==> src/rtl/apb_fifo_pkg.sv <==
// Shared sizing helpers and error-flag record for the APB request/response FIFO.
package apb_fifo_pkg;

   function automatic int lvl_w(input int depth);
      return $clog2(depth + 1);
   endfunction

   function automatic int ptr_w(input int depth);
      return ($clog2(depth) < 1) ? 1 : $clog2(depth);
   endfunction

   typedef struct packed {
      logic ovf;
      logic udf;
   } fifo_err_t;

endpackage

==> src/rtl/apb_fifo_wrap_ptr.sv <==
// Modulo-DEPTH pointer: counts 0..DEPTH-1 and wraps explicitly, so DEPTH need not be a power of 2.
module apb_fifo_wrap_ptr
   import apb_fifo_pkg::*;
#(
   parameter int DEPTH = 8,
   localparam int PTR_W = ptr_w(DEPTH)
) (
   input  logic             clk,
   input  logic             rst_n,
   input  logic             inc,
   output logic [PTR_W-1:0] ptr
);

   logic [PTR_W-1:0] ptr_reg;
   logic [PTR_W-1:0] ptr_next;

   always_comb begin
      ptr_next = ptr_reg;
      if (inc) begin
         ptr_next = (ptr_reg == PTR_W'(DEPTH - 1)) ? '0 : ptr_reg + PTR_W'(1);
      end
   end

   always_ff @(posedge clk or negedge rst_n) begin
      if (!rst_n) begin
         ptr_reg <= '0;
      end else begin
         ptr_reg <= ptr_next;
      end
   end

   assign ptr = ptr_reg;

endmodule

==> src/rtl/apb_param_fifo.sv <==
// Parametrised APB request/response FIFO: any depth >= 2, occupancy count, threshold flags,
// sticky error flags, FWFT or registered read, and a same-transaction flag on a data field.
module apb_param_fifo
   import apb_fifo_pkg::*;
#(
   parameter int DATA_W  = 32,
   parameter int DEPTH   = 8,
   parameter int AF_LVL  = DEPTH - 1,
   parameter int AE_LVL  = 1,
   parameter bit FWFT    = 1'b1,
   parameter int CMP_MSB = DATA_W - 1,
   parameter int CMP_LSB = 0,
   localparam int LVL_W  = lvl_w(DEPTH)
) (
   input  logic              clk,
   input  logic              rst_n,
   input  logic              wr_en,
   input  logic [DATA_W-1:0] wr_data,
   input  logic              rd_en,
   output logic [DATA_W-1:0] rd_data,
   output logic              rd_valid,
   output logic              empty,
   output logic              full,
   output logic              almost_empty,
   output logic              almost_full,
   output logic [LVL_W-1:0]  level,
   output logic              ovf,
   output logic              udf,
   input  logic              clr_err,
   output logic              trnscn_cont
);

   localparam int PTR_W = ptr_w(DEPTH);
   localparam logic [LVL_W-1:0] LVL_FULL = LVL_W'(DEPTH);

   if (DEPTH < 2) begin : g_bad_depth
      $error("apb_param_fifo: DEPTH must be >= 2");
   end
   if (AF_LVL < 1 || AF_LVL > DEPTH) begin : g_bad_af
      $error("apb_param_fifo: AF_LVL must be in 1..DEPTH");
   end
   if (AE_LVL < 0 || AE_LVL > DEPTH - 1) begin : g_bad_ae
      $error("apb_param_fifo: AE_LVL must be in 0..DEPTH-1");
   end
   if (CMP_LSB < 0 || CMP_LSB > CMP_MSB || CMP_MSB >= DATA_W) begin : g_bad_cmp
      $error("apb_param_fifo: compare field must satisfy 0 <= CMP_LSB <= CMP_MSB < DATA_W");
   end

   logic [DATA_W-1:0] mem [DEPTH];
   logic [PTR_W-1:0]  wr_ptr;
   logic [PTR_W-1:0]  rd_ptr;
   logic [PTR_W-1:0]  rd_ptr_nxt;
   logic [LVL_W-1:0]  level_reg;
   logic [LVL_W-1:0]  level_next;
   logic              rd_acc;
   logic              wr_acc;
   fifo_err_t         err_reg;
   fifo_err_t         err_next;

   // No read bypass: a read is only accepted against an entry already stored.
   always_comb begin
      rd_acc       = rd_en && (level_reg != '0);
      wr_acc       = wr_en && ((level_reg != LVL_FULL) || rd_acc);
      level_next   = level_reg + LVL_W'(wr_acc) - LVL_W'(rd_acc);
      err_next.ovf = (wr_en && !wr_acc) || (err_reg.ovf && !clr_err);
      err_next.udf = (rd_en && (level_reg == '0)) || (err_reg.udf && !clr_err);
   end

   always_ff @(posedge clk or negedge rst_n) begin
      if (!rst_n) begin
         level_reg <= '0;
         err_reg   <= '0;
      end else begin
         level_reg <= level_next;
         err_reg   <= err_next;
      end
   end

   apb_fifo_wrap_ptr #(.DEPTH(DEPTH)) u_wr_ptr (
      .clk   (clk),
      .rst_n (rst_n),
      .inc   (wr_acc),
      .ptr   (wr_ptr)
   );

   apb_fifo_wrap_ptr #(.DEPTH(DEPTH)) u_rd_ptr (
      .clk   (clk),
      .rst_n (rst_n),
      .inc   (rd_acc),
      .ptr   (rd_ptr)
   );

   always_ff @(posedge clk) begin
      if (wr_acc) begin
         mem[wr_ptr] <= wr_data;
      end
   end

   assign rd_ptr_nxt   = (rd_ptr == PTR_W'(DEPTH - 1)) ? '0 : rd_ptr + PTR_W'(1);
   // Gating on level keeps unwritten (unreset) entries out of the compare.
   assign trnscn_cont  = (level_reg >= LVL_W'(2)) &&
                         (mem[rd_ptr][CMP_MSB:CMP_LSB] == mem[rd_ptr_nxt][CMP_MSB:CMP_LSB]);

   assign empty        = (level_reg == '0);
   assign full         = (level_reg == LVL_FULL);
   assign almost_empty = (level_reg <= LVL_W'(AE_LVL));
   assign almost_full  = (level_reg >= LVL_W'(AF_LVL));
   assign level        = level_reg;
   assign ovf          = err_reg.ovf;
   assign udf          = err_reg.udf;

   if (FWFT) begin : g_fwft
      // Head is shown only while it holds live data; zero otherwise.
      assign rd_data  = (level_reg == '0) ? '0 : mem[rd_ptr];
      assign rd_valid = (level_reg != '0);
   end else begin : g_reg_read
      logic [DATA_W-1:0] rd_data_reg;
      logic              rd_valid_reg;

      always_ff @(posedge clk or negedge rst_n) begin
         if (!rst_n) begin
            rd_data_reg  <= '0;
            rd_valid_reg <= 1'b0;
         end else begin
            rd_valid_reg <= rd_acc;
            if (rd_acc) begin
               rd_data_reg <= mem[rd_ptr];
            end
         end
      end

      assign rd_data  = rd_data_reg;
      assign rd_valid = rd_valid_reg;
   end

endmodule
==> config.mk <==
export PLATFORM = sky130hd
export DESIGN_NAME = apb_param_fifo
export DESIGN_NICKNAME = d
export VERILOG_FILES = /design/src/rtl/apb_fifo_pkg.sv /design/src/rtl/apb_fifo_wrap_ptr.sv /design/src/rtl/apb_param_fifo.sv
export SDC_FILE = /design/constraint.sdc
export NUM_CORES = 1
export LEC_CHECK = 0
export BUFFER_PORTS_ARGS = -buffer_cell sky130_fd_sc_hd__buf_2
export CAP_MARGIN = 0
export CORE_ASPECT_RATIO = 0.75
export CORE_MARGIN = 2
export CORE_UTILIZATION = 35
export DETAILED_ROUTE_END_ITERATION = 7
export GPL_ROUTABILITY_DRIVEN = 0
export HOLD_SLACK_MARGIN = 0.05
export REMOVE_ABC_BUFFERS = 1
export SYNTH_ARGS = -nofsm -noshare
export SYNTH_HDL_FRONTEND = slang
export SYNTH_SLANG_ARGS = --single-unit
==> constraint.sdc <==
create_clock -name clk -period 5.9 [get_ports clk]
set_input_delay 0.59 -clock clk [delete_from_list [all_inputs] [get_ports clk]]
set_output_delay 0.59 -clock clk [all_outputs]
set_load 0.01 [all_outputs]
==> impl_metrics.toml <==
[status]
outcome = "finished, final reports clean"

[placement]
placement.io_buffers = 80
dpl.cell_count = 1215
dp_slack_ns = 1.32
dpl.hpwl_mm = 17.3
post_dp_cell_area_um2 = 13800

[clock_tree]
clock_tree_from_tritoncts = "done"
cts.root.buffer_cell = "sky130_fd_sc_hd__clkbuf_16"
post-cts-setup-buffer-count = 0
clock_path_buffers = 3
cts.clk_slew.worst_paths_ns = 0.07
number_of_clock_sinks = 268
clock_latency_ns = 0.54
post_cts.resized_instances = 0
cts_max_level = 1
cts_buffers = 26

[logic_synthesis]
yosysWarnings = 0
yosys_register_bits = 268
netlist_instances = 688
post-synth-top-area-fraction_pct = 59.8
syn_area_per_cell_um2 = 18.7
synth_seq_area_share_pct = 62.1
async_flop_share_pct = 4.48
yosys-top-cells-area = "sky130_fd_sc_hd__edfxtp_1 60%, sky130_fd_sc_hd__mux4_2 19%, sky130_fd_sc_hd__mux2i_1 6.1%, sky130_fd_sc_hd__dfrtp_1 2.3%, sky130_fd_sc_hd__mux2_2 1.8%"
synth_edf_count = 256
netlist.top_cell.by_area = "sky130_fd_sc_hd__edfxtp_1"
ys_types = 41
most_common_cell_in_the_netlist = "sky130_fd_sc_hd__edfxtp_1"
synth.cells.most_frequent = "256 x sky130_fd_sc_hd__edfxtp_1, 107 x sky130_fd_sc_hd__mux4_2, 78 x sky130_fd_sc_hd__mux2i_1"
synth_top_flop_cell = "sky130_fd_sc_hd__edfxtp_1"
synth.cell_area_um2 = 12900

[setup_path]
timing.critical_path.cells = "ha_2 > ha_2 > nor2_4 > buf_12 > mux4_1 > mux2i_1 > xor2_1 > a2111oi_0 > nand4_1 > nor4_2 > buf_2"
worst_ep_required_time_ns = 5.31
max_stage_delay_ns = 0.69
critical_path.most_common_cell = "sky130_fd_sc_hd__ha_2"
timing.critical_path.max_delay_family = "simple AND/OR/NAND/NOR gates"
critical_path_buf_inv_count = 2
worst_path_arrival_time_ns = 4.51
critical_path.max_fanout = 36
worstSetupStartpointType = "flip-flop"
timing.critical_path.to_type = "output pin"
crit_path_top_delay_cell = "sky130_fd_sc_hd__dfrtp_4"
timing.setup.critical_path_class = "flip-flop to output pin"

[timing]
post-route-period-util_pct = 86.4
worst_clock_skew_ns = 0.0160
worst_slew_margin_rel_pct = 33.4
period_needed_ns = 5.10
finalHoldWorstSlack_ns = 0.289
hold_violations = 0
setup_total_negative_slack_ns = 0
setup_ws_ns = 0.803
unrepaired_setup_endpoints_after_global_routing = "no"
fmax_mhz = 196
transition_at_the_pin_with_the_smallest_max_transition_slack_ns = 0.999
final-max-slew-violation-count = 0
setup_violations_final = 0

[routing]
ratio_of_routed_vias_to_standard_cells = 5.34
vias = 6754
drt_pre_antenna_iters = 4
wirelength_mm = 29.0
drt_wl_cell_um = 23.0
drtIter0Drc = 502
antenna_violating_nets_post_route = 0
post-route-drc-count = 0

[finish]
stdcell_count = 1264
antenna_fix_cells = 0
design_area_um2 = 14700
syn2layout_area_growth_pct = 14.7
utilization_pct = 40.9
share_of_post_route_cells_with_drive_strength_above_1_pct = 36.0
largest_register_ffs = 256
nets_final = 828

[floorplanning]
die_h_um = 170
floorplan.initialDensity_pct = 35.7
core_um2 = 36000
ioPinCount = 81
die_x_um = 225
die_area_um2 = 38300
placement_rows = 60

[global_routing]
gr-total-overflow = 0
grt_use_total_pct = 15.5
number_of_global_route_vias_before_repair = 7121
grt_start_max_net_pins = 66
grt_first_pass_wirelength_mm = 44.3
antenna_found_initial = 1

[power_and_ir_drop]
design_power_total_mw = 8.57
vdd_drop_max_v = 0.000366
power.static_leakage_nw = 5.08
power.density_cell_area_nw_per_um2 = 581

[min_path]
min-delay-path-class = "input pin to flip-flop"

[run]
timing.max_cap.violations = 0
## routing by layer
layer	vias to the layer above	GRT usage (%)	wire length, µm
met3	46	2.68	1400
met2	158	26.3	14100
met4	2	3.63	595
met1	3515	20.9	12900
li1	3033	-	-
met5	-	0	13
## cell families after synthesis
group	count (synthesis)	share of synthesized area, %
muxes	212	27.7
AOI/OAI and AO/OA	33	1.64
and+or+nand+nor	87	3.22
buffers and inverters	49	2.27
adders and majority gates	12	1.23
DFF	268	62.1
xor gates and xnor gates	27	1.84
## final timing paths
kind                                 start              end  slack (ns)  depth (start not counted)
hold / removal                     clr_err              udf        0.29                          2
setup / recovery           u_rd_ptr.ptr[0]      trnscn_cont        0.80                         11
max in group asynchronous            rst_n  u_rd_ptr.ptr[2]        5.16                          2
setup reg to reg                  level[2]       mem[7][18]        2.90                          8
min in group asynchronous            rst_n  u_rd_ptr.ptr[0]        0.47                          2
hold reg to reg                        udf              udf        0.54                          2
## where the power goes
part           switching [mW]  leakage, nW  internal [mW]  total, mW
Combinational            2.23         2.17           1.99       4.22
Clock                   0.704        0.440           1.05       1.75
Sequential              0.188         2.47           2.40       2.59
## layout make-up
cell class | instances | area (µm²)
timing repair buffer | 103 | 601
fill | 3222 | 21300
sequential | 268 | 7990
tap | 465 | 582
clock buffer | 28 | 679
inverter | 9 | 33.8
multi-input combinational | 371 | 4630
clock inverter | 20 | 225
## timing repair
| action | CTS | global route |
|---|---|---|
| endpoints found under the hold margin | 12 | 0 |
| endpoints found under the setup margin | 0 | 0 |
| hold buffers | 1 | 0 |
## worst register-to-register path: stages, from the launching register on
cell	delay (ns)
sky130_fd_sc_hd__dfrtp_1	0.38
sky130_fd_sc_hd__inv_1	0.11
sky130_fd_sc_hd__ha_1	0.26
sky130_fd_sc_hd__nand2_1	0.13
sky130_fd_sc_hd__nand2_1	0.24
sky130_fd_sc_hd__nand2_1	0.17
sky130_fd_sc_hd__nand3_1	0.29
sky130_fd_sc_hd__nor2_4	0.62
sky130_fd_sc_hd__buf_4	0.46
## cell usage in the layout, fill, tap and decap left out, drive strengths merged
cell type    synthesis  final
nor4                 4      4
nor2                37     37
nand2b               8      8
xnor2                9      9
or3                  3      3
fa                   1      1
clkinvlp             0      2
buf                 26    102
mux4               111    111
xor2                18     18
a21o                 5      5
dfrtp               12     12
clkbuf              14     28
dlygate4sd3          0      1
a2111oi              2      2
clkinv               1     14
a22oi                1      1
or2                  2      2
nand4                3      3
ha                  11     11
mux2i               78     78
mux2                23     23
edfxtp             256    256
and2                 1      1
nor3                 6      6
bufinv               0      5
a211oi               1      1
o21a                 1      1
inv                  8      8
o2111ai              1      1
o21ai               10     10
a21oi                3      3
a221oi               1      1
o22ai                8      8
nand2               17     17
nand3                6      6
Note: power is estimated with default switching activity, not from simulation.
